### src/rtl/pipeline_ctrl_pkg.sv
`default_nettype none
// +-----------------------------------------------------------------------------
// | Package : pipeline_ctrl_pkg
// | Shared state encodings and defaults for the pipeline control unit.
// | Rev 1.0 : initial release
// +-----------------------------------------------------------------------------
package pipeline_ctrl_pkg;

    typedef enum logic [1:0] {
        ST_RUN    = 2'd0,
        ST_DRAIN  = 2'd1,
        ST_HALTED = 2'd2
    } pcu_state_e;

    localparam int DRAIN_CYCLES_DEF = 3;

endpackage : pipeline_ctrl_pkg
`default_nettype wire

### src/rtl/pipeline_control_unit_hazard_detect.sv
`default_nettype none
// +-----------------------------------------------------------------------------
// | Module  : hazard_detect
// | Combinational load-use hazard between the ID/EX load and the ID instruction.
// | Rev 1.0 : initial release
// +-----------------------------------------------------------------------------
module hazard_detect #(
    parameter int NB_REG = 5
) (
    input  logic              idex_mem_read_i,
    input  logic [NB_REG-1:0] idex_rw_i,
    input  logic [NB_REG-1:0] ifid_rs_i,
    input  logic [NB_REG-1:0] ifid_rt_i,
    input  logic              ifid_uses_rt_i,
    output logic              hazard_o
);

    // r0 is hardwired to zero, so a load into it never creates a dependency
    assign hazard_o = idex_mem_read_i
                    & (idex_rw_i != '0)
                    & ((idex_rw_i == ifid_rs_i)
                       | (ifid_uses_rt_i & (idex_rw_i == ifid_rt_i)));

endmodule : hazard_detect
`default_nettype wire

### src/rtl/pipeline_control_unit.sv
`default_nettype none
// +-----------------------------------------------------------------------------
// | Module  : pipeline_control_unit
// | Pipeline enable/flush sequencing: load-use stall, branch flush, HALT drain,
// | debug single-step, plus cycle and stall statistics.
// | Rev 1.0 : initial release
// +-----------------------------------------------------------------------------
module pipeline_control_unit
    import pipeline_ctrl_pkg::*;
#(
    parameter int NB_REG       = 5,
    parameter int NB_CNT       = 32,
    parameter int DRAIN_CYCLES = DRAIN_CYCLES_DEF
) (
    input  logic              clock,
    input  logic              reset_i,
    input  logic              debug_mode_i,
    input  logic              step_i,
    input  logic              idex_mem_read_i,
    input  logic [NB_REG-1:0] idex_rw_i,
    input  logic [NB_REG-1:0] ifid_rs_i,
    input  logic [NB_REG-1:0] ifid_rt_i,
    input  logic              ifid_uses_rt_i,
    input  logic              branch_taken_i,
    input  logic              halt_id_i,
    output logic              en_pc_o,
    output logic              en_ifid_o,
    output logic              flush_ifid_o,
    output logic              en_idex_o,
    output logic              flush_idex_o,
    output logic              en_back_o,
    output logic              halted_o,
    output logic [1:0]        state_o,
    output logic [NB_CNT-1:0] cycle_count_o,
    output logic [NB_CNT-1:0] stall_count_o
);

    localparam int                NB_DRN       = (DRAIN_CYCLES < 2) ? 1 : $clog2(DRAIN_CYCLES + 1);
    localparam logic [NB_DRN-1:0] c_drain_load = NB_DRN'(DRAIN_CYCLES);
    localparam logic [NB_DRN-1:0] c_drain_one  = NB_DRN'(1);
    localparam logic [NB_CNT-1:0] c_cnt_one    = NB_CNT'(1);

    pcu_state_e        r_state;
    logic [NB_DRN-1:0] r_drain_cnt;
    logic [NB_CNT-1:0] r_cycle_cnt;
    logic [NB_CNT-1:0] r_stall_cnt;

    logic w_adv;
    logic w_hazard;
    logic w_stall;
    logic w_halt_go;

    hazard_detect #(
        .NB_REG (NB_REG)
    ) u_hazard_detect (
        .idex_mem_read_i (idex_mem_read_i),
        .idex_rw_i       (idex_rw_i),
        .ifid_rs_i       (ifid_rs_i),
        .ifid_rt_i       (ifid_rt_i),
        .ifid_uses_rt_i  (ifid_uses_rt_i),
        .hazard_o        (w_hazard)
    );

    assign w_adv = ~debug_mode_i | step_i;

    // Gating with reset_i forces every control output low while reset is held
    always_comb begin
        en_pc_o      = 1'b0;
        en_ifid_o    = 1'b0;
        flush_ifid_o = 1'b0;
        en_idex_o    = 1'b0;
        flush_idex_o = 1'b0;
        en_back_o    = 1'b0;
        w_stall      = 1'b0;
        w_halt_go    = 1'b0;
        if (reset_i && w_adv) begin
            case (r_state)
                ST_RUN: begin
                    if (w_hazard) begin
                        en_idex_o    = 1'b1;
                        flush_idex_o = 1'b1;
                        en_back_o    = 1'b1;
                        w_stall      = 1'b1;
                    end else begin
                        en_pc_o   = 1'b1;
                        en_ifid_o = 1'b1;
                        en_idex_o = 1'b1;
                        en_back_o = 1'b1;
                        if (halt_id_i) begin
                            w_halt_go = 1'b1;
                        end else if (branch_taken_i) begin
                            flush_ifid_o = 1'b1;
                        end
                    end
                end
                ST_DRAIN: begin
                    en_idex_o    = 1'b1;
                    flush_idex_o = 1'b1;
                    en_back_o    = 1'b1;
                end
                default: ;
            endcase
        end
    end

    always_ff @(negedge clock or negedge reset_i) begin
        if (!reset_i) begin
            r_state     <= ST_RUN;
            r_drain_cnt <= '0;
            r_cycle_cnt <= '0;
            r_stall_cnt <= '0;
        end else begin
            case (r_state)
                ST_RUN: begin
                    if (w_adv) begin
                        if (r_cycle_cnt != '1) r_cycle_cnt <= r_cycle_cnt + c_cnt_one;
                        if (w_stall && (r_stall_cnt != '1)) r_stall_cnt <= r_stall_cnt + c_cnt_one;
                        if (w_halt_go) begin
                            r_state     <= ST_DRAIN;
                            r_drain_cnt <= c_drain_load;
                        end
                    end
                end
                ST_DRAIN: begin
                    if (w_adv) begin
                        if (r_cycle_cnt != '1) r_cycle_cnt <= r_cycle_cnt + c_cnt_one;
                        if (r_drain_cnt <= c_drain_one) begin
                            r_state     <= ST_HALTED;
                            r_drain_cnt <= '0;
                        end else begin
                            r_drain_cnt <= r_drain_cnt - c_drain_one;
                        end
                    end
                end
                ST_HALTED: ;
                default: r_state <= ST_RUN;
            endcase
        end
    end

    assign halted_o      = reset_i & (r_state == ST_HALTED);
    assign state_o       = r_state;
    assign cycle_count_o = r_cycle_cnt;
    assign stall_count_o = r_stall_cnt;

endmodule : pipeline_control_unit
`default_nettype wire

### config.mk
export PLATFORM = sky130hd
export DESIGN_NAME = pipeline_control_unit
export DESIGN_NICKNAME = d
export VERILOG_FILES = /design/src/rtl/pipeline_ctrl_pkg.sv /design/src/rtl/pipeline_control_unit_hazard_detect.sv /design/src/rtl/pipeline_control_unit.sv
export SDC_FILE = /design/constraint.sdc
export NUM_CORES = 1
export LEC_CHECK = 0
export CORE_MARGIN = 1.5
export CORE_UTILIZATION = 35
export CTS_CLUSTER_SIZE = 14
export DETAILED_ROUTE_END_ITERATION = 12
export SLEW_MARGIN = 20
export SYNTH_ARGS = -nofsm -noshare
export SYNTH_HDL_FRONTEND = slang
export SYNTH_SLANG_ARGS = --single-unit
### constraint.sdc
create_clock -name clock -period 3.5 [get_ports clock]
set_input_delay 0.35 -clock clock [delete_from_list [all_inputs] [get_ports clock]]
set_output_delay 0.35 -clock clock [all_outputs]
set_load 0.005 [all_outputs]
Word-level counts from Yosys, hierarchy flattened:

Cells that the tools add are included.

* add/sub/neg operators: 3
* magnitude comparators: 1
* equal/unequal tests: 10
* mux-type cells: 29
* bitwise logic cells: 8
* reduce and logical (&&, ||, !) cells: 10

Operator list (count)
* $add 32x1->32 const B: 2
* $ne 32x32->1 const B: 2
* $mux 1: 18
* $mux 2: 8
* $eq 5x5->1: 2
* $ne 2x2->1 const B: 4
* $pmux 2 s3: 1
* $reduce_and 3->1: 2
* $reduce_and 5->1: 1
* $reduce_bool 5->1: 1
* $and 1x1->1: 4
* $pmux 2 s2: 1
* $reduce_and 4->1: 1
* $eq 2x1->1 const B: 1
* $eq 2x2->1 const B: 1
* $le 2x1->1 const B: 1
* $logic_and 1x1->1: 2
* $logic_not 2->1: 1
* $not 1->1: 2
* $or 1x1->1: 2
* $pmux 1 s2: 1
* $reduce_bool 2->1: 1
* $reduce_or 2->1: 1
* $sub 2x1->2 const B: 1

* register bits after elaboration: 68
* input port bits: 23
* output and inout port bits: 73
* word-level logic and storage cells: 65

Depth between registers and ports, before layout:

* depth in word-level cells: 10
* mapped depth: 9
* depth with buffers taken out: 7

By module:

Synthesis repeated with hierarchy kept, for this count alone.

* cell total of the unflattened synthesis: 337
* area total of the unflattened synthesis: 3475.8 sq um

Modules (own cells, without submodules)
* pipeline_control_unit: times used 1, cells an instance 320, area each 3343.2 sq um, seq. area each 1701.6 sq um
* hazard_detect: times used 1, cells an instance 17, area each 132.6 sq um, seq. area each 0.0 sq um

==> flow_summary.ini <==
[synth]
yosysMostFrequentCell = dfrtn_1
syn_avg_cell_area_um2 = 10.5
synth_ff_type = dfrtn_1
yosys-top-cells-area = dfrtn_1, xnor2_1, nand4_1
synthDominantCellAreaShare = 0.496
ys_warn_count = 0
synth-edff-count = 0
yosys-top-cells-count = dfrtn_1, xnor2_1, nand2_1
synthArstFlopShare = 1.00
synth.largest_area_cell = dfrtn_1
ys_seq_area_frac = 0.496
synth_cell_types = 42
synth_cells = 328
synth_fp_nets = 353
syn-cell-area_um2 = 3430
ys_ff_latch = 68

[critical_path]
crit_arrival_ns = 3.46
critPathBufInv = 1
path_class = reg2out
crit_chain = or4b_4 > o21ba_4 > and3b_1 > buf_2
cp-start-kind = flop
r2r_start = cycle_count_o[17]
rr_worst_depth = 8
r2r_slack_ns = 1.17
crit_path_end_kind = output port
critPathMaxStageDelay_ns = 0.54
cp_max_fo = 3
critPathSlowestCell = or4b_4
cp.required_ns = 3.15
crit_family = simple AND/OR/NAND/NOR gates
r2r-end = cycle_count_o[0]

[global_route]
grt_first_pass_wirelength_mm = 13.7
antenna_found_initial = 0
grt_max_degree = 71
grt.total_usage = 0.169
overflow = 0
grt_pass1_vias = 2850

[clock_tree]
cts-root-buf = clkbuf_8
max-clock-path-buffers = 2
holdBufCountCts = 0
clkSlewWorstSetupHoldPaths_ns = 0.05
tritoncts = yes
clk_latency_ns = 0.33
ctsHtreeMaxLevel = 3
cts_made_buffers = 9
cts_sinks = 68

[final_layout]
fillers = 852
drive_gt1_frac = 0.249
final_core_util = 0.573
nets = 510
syn_to_final_growth_pct = 56.6
diodes = 0

[sta]
hold_viol_final = 0
finalMaxSlewViolations = 0
max-slew-margin-rel = 0.413
finalSetupViolCount = 38
worst_pin_slew_ns = 0.880
rsz0062_at_grt = true
worst_slack_ns = -0.312
tns_ns = -6.88
fin_skew_ns = 0.00916

[placement]
gp_congestion = 0.830
hpwlAfterDp_mm = 6.00
portBuffers = 95

[route]
dr.first_iter.drc_count = 69
vias = 3019
ant_nets = 0
totalWireLength_mm = 8.61
drc = 0
highest_layer = met4
wl_met3_um = 447
wl_per_cell_um = 13.9
wl_met1_mm = 3.91
dr.pass1.iters = 4
via_per_inst = 4.88
wl_met2_mm = 4.17

[die]
die_h_um = 102
initial_core_util = 0.366
core_um2 = 9370
dieArea_um2 = 10400
fp-row-count = 35
io_pins = 96
die_width_um = 102

[run_status]
status = finished, violations left
violations = negative setup slack

[min_path]
hold_path_class = reg2reg
hold_end = stall_count_o[20]
whs_path_depth = 1
hold_path.startpoint = stall_count_o[20]

[power]
p_leak_nw = 2.32
cellPowerDensity_nw_per_um2 = 410
ir_drop_v = 0.000275

[job]
drv_cap = 0
-- registers in the layout, summed over array words and instances, names as in the netlist --
register / count
r_drain_cnt: 2
state_o: 2
cycle_count_o: 32
stall_count_o: 32
-- logic make-up (layout without fill, tap and decap cells) --
kind of cell / after synthesis / count (layout) / synth area share
xor+xnor: 71 / 71 / 0.181
buf+inv: 14 / 176 / 0.0201
mux: 2 / 2 / 0.00657
fa+ha+maj: 2 / 2 / 0.00730
flops: 68 / 68 / 0.496
compound gates: 14 / 14 / 0.0292
simple gates: 157 / 157 / 0.259
-- per-layer routing --
metal,vias up,global-route usage
met4,0,0.0443
met3,5,0.0458
met2,77,0.279
met5,-,0
met1,1456,0.222
li1,1481,-
-- metrics by stage --
step,hold slack [ns],cell area [um^2],cells,power (mW),worst slack [ns]
2_1_floorplan,0.393,3450,328,1.13,-0.233
3_3_place_gp,0.414,4720,572,1.41,-0.724
3_5_place_dp,0.423,4720,572,1.42,-0.753
4_1_cts,0.423,5080,596,2.18,-0.334
5_1_grt,0.463,5370,619,2.33,-0.392
6_report,0.415,5370,619,2.20,-0.312
-- where the power goes --
part	switching [mW]	total, mW	internal [mW]	leakage [nW]
Sequential	0.0711	0.937	0.866	0.905
Combinational	0.210	0.548	0.339	1.31
Clock	0.294	0.714	0.420	0.107
Total	0.574	2.20	1.62	2.32
-- area by class of cell --
| type | count | area [um^2] | share of cell area |
|---|---|---|---|
| timing repair buffer | 154 | 1420 | 0.264 |
| clock inverter | 4 | 72.6 | 0.0135 |
| tap | 129 | 161 | 0.0301 |
| multi-input combinational | 246 | 1850 | 0.345 |
| sequential | 68 | 1700 | 0.317 |
| inverter | 6 | 22.5 | 0.00419 |
| clock buffer | 12 | 145 | 0.0270 |
-- worst max-delay path by stage --
| stage | end | startpoint | depth (start not counted) |
|---|---|---|---|
| 2_1_floorplan | stall_count_o[16] | debug_mode_i | 7 |
| 3_3_place_gp | stall_count_o[11] | step_i | 8 |
| 3_5_place_dp | stall_count_o[6] | step_i | 8 |
| 4_1_cts | flush_ifid_o | state_o[0] | 4 |
| 5_1_grt | flush_ifid_o | state_o[1] | 4 |
| 6_report | flush_ifid_o | state_o[1] | 4 |
-- repair_timing --
action	CTS	global route
resized for setup	71	30
endpoints found under the setup margin	66	71
pin swaps	23	26
setup buffers	9	23
-- cell usage in the layout (no fill, tap or decap), drive strengths merged, types with 5 or more instances in the layout --
| master | Yosys | final |
|---|---|---|
| and3 | 15 | 15 |
| and4 | 5 | 5 |
| buf | 4 | 68 |
| clkbuf | 4 | 14 |
| clkdlybuf4s50 | 0 | 71 |
| dfrtn | 68 | 68 |
| dlygate4sd2 | 0 | 11 |
| inv | 6 | 6 |
| nand2 | 35 | 35 |
| nand3 | 23 | 23 |
| nand4 | 28 | 28 |
| nor2 | 18 | 18 |
| nor3 | 11 | 11 |
| xnor2 | 61 | 61 |
| xor2 | 10 | 10 |
(Power assumes the default switching activity.)
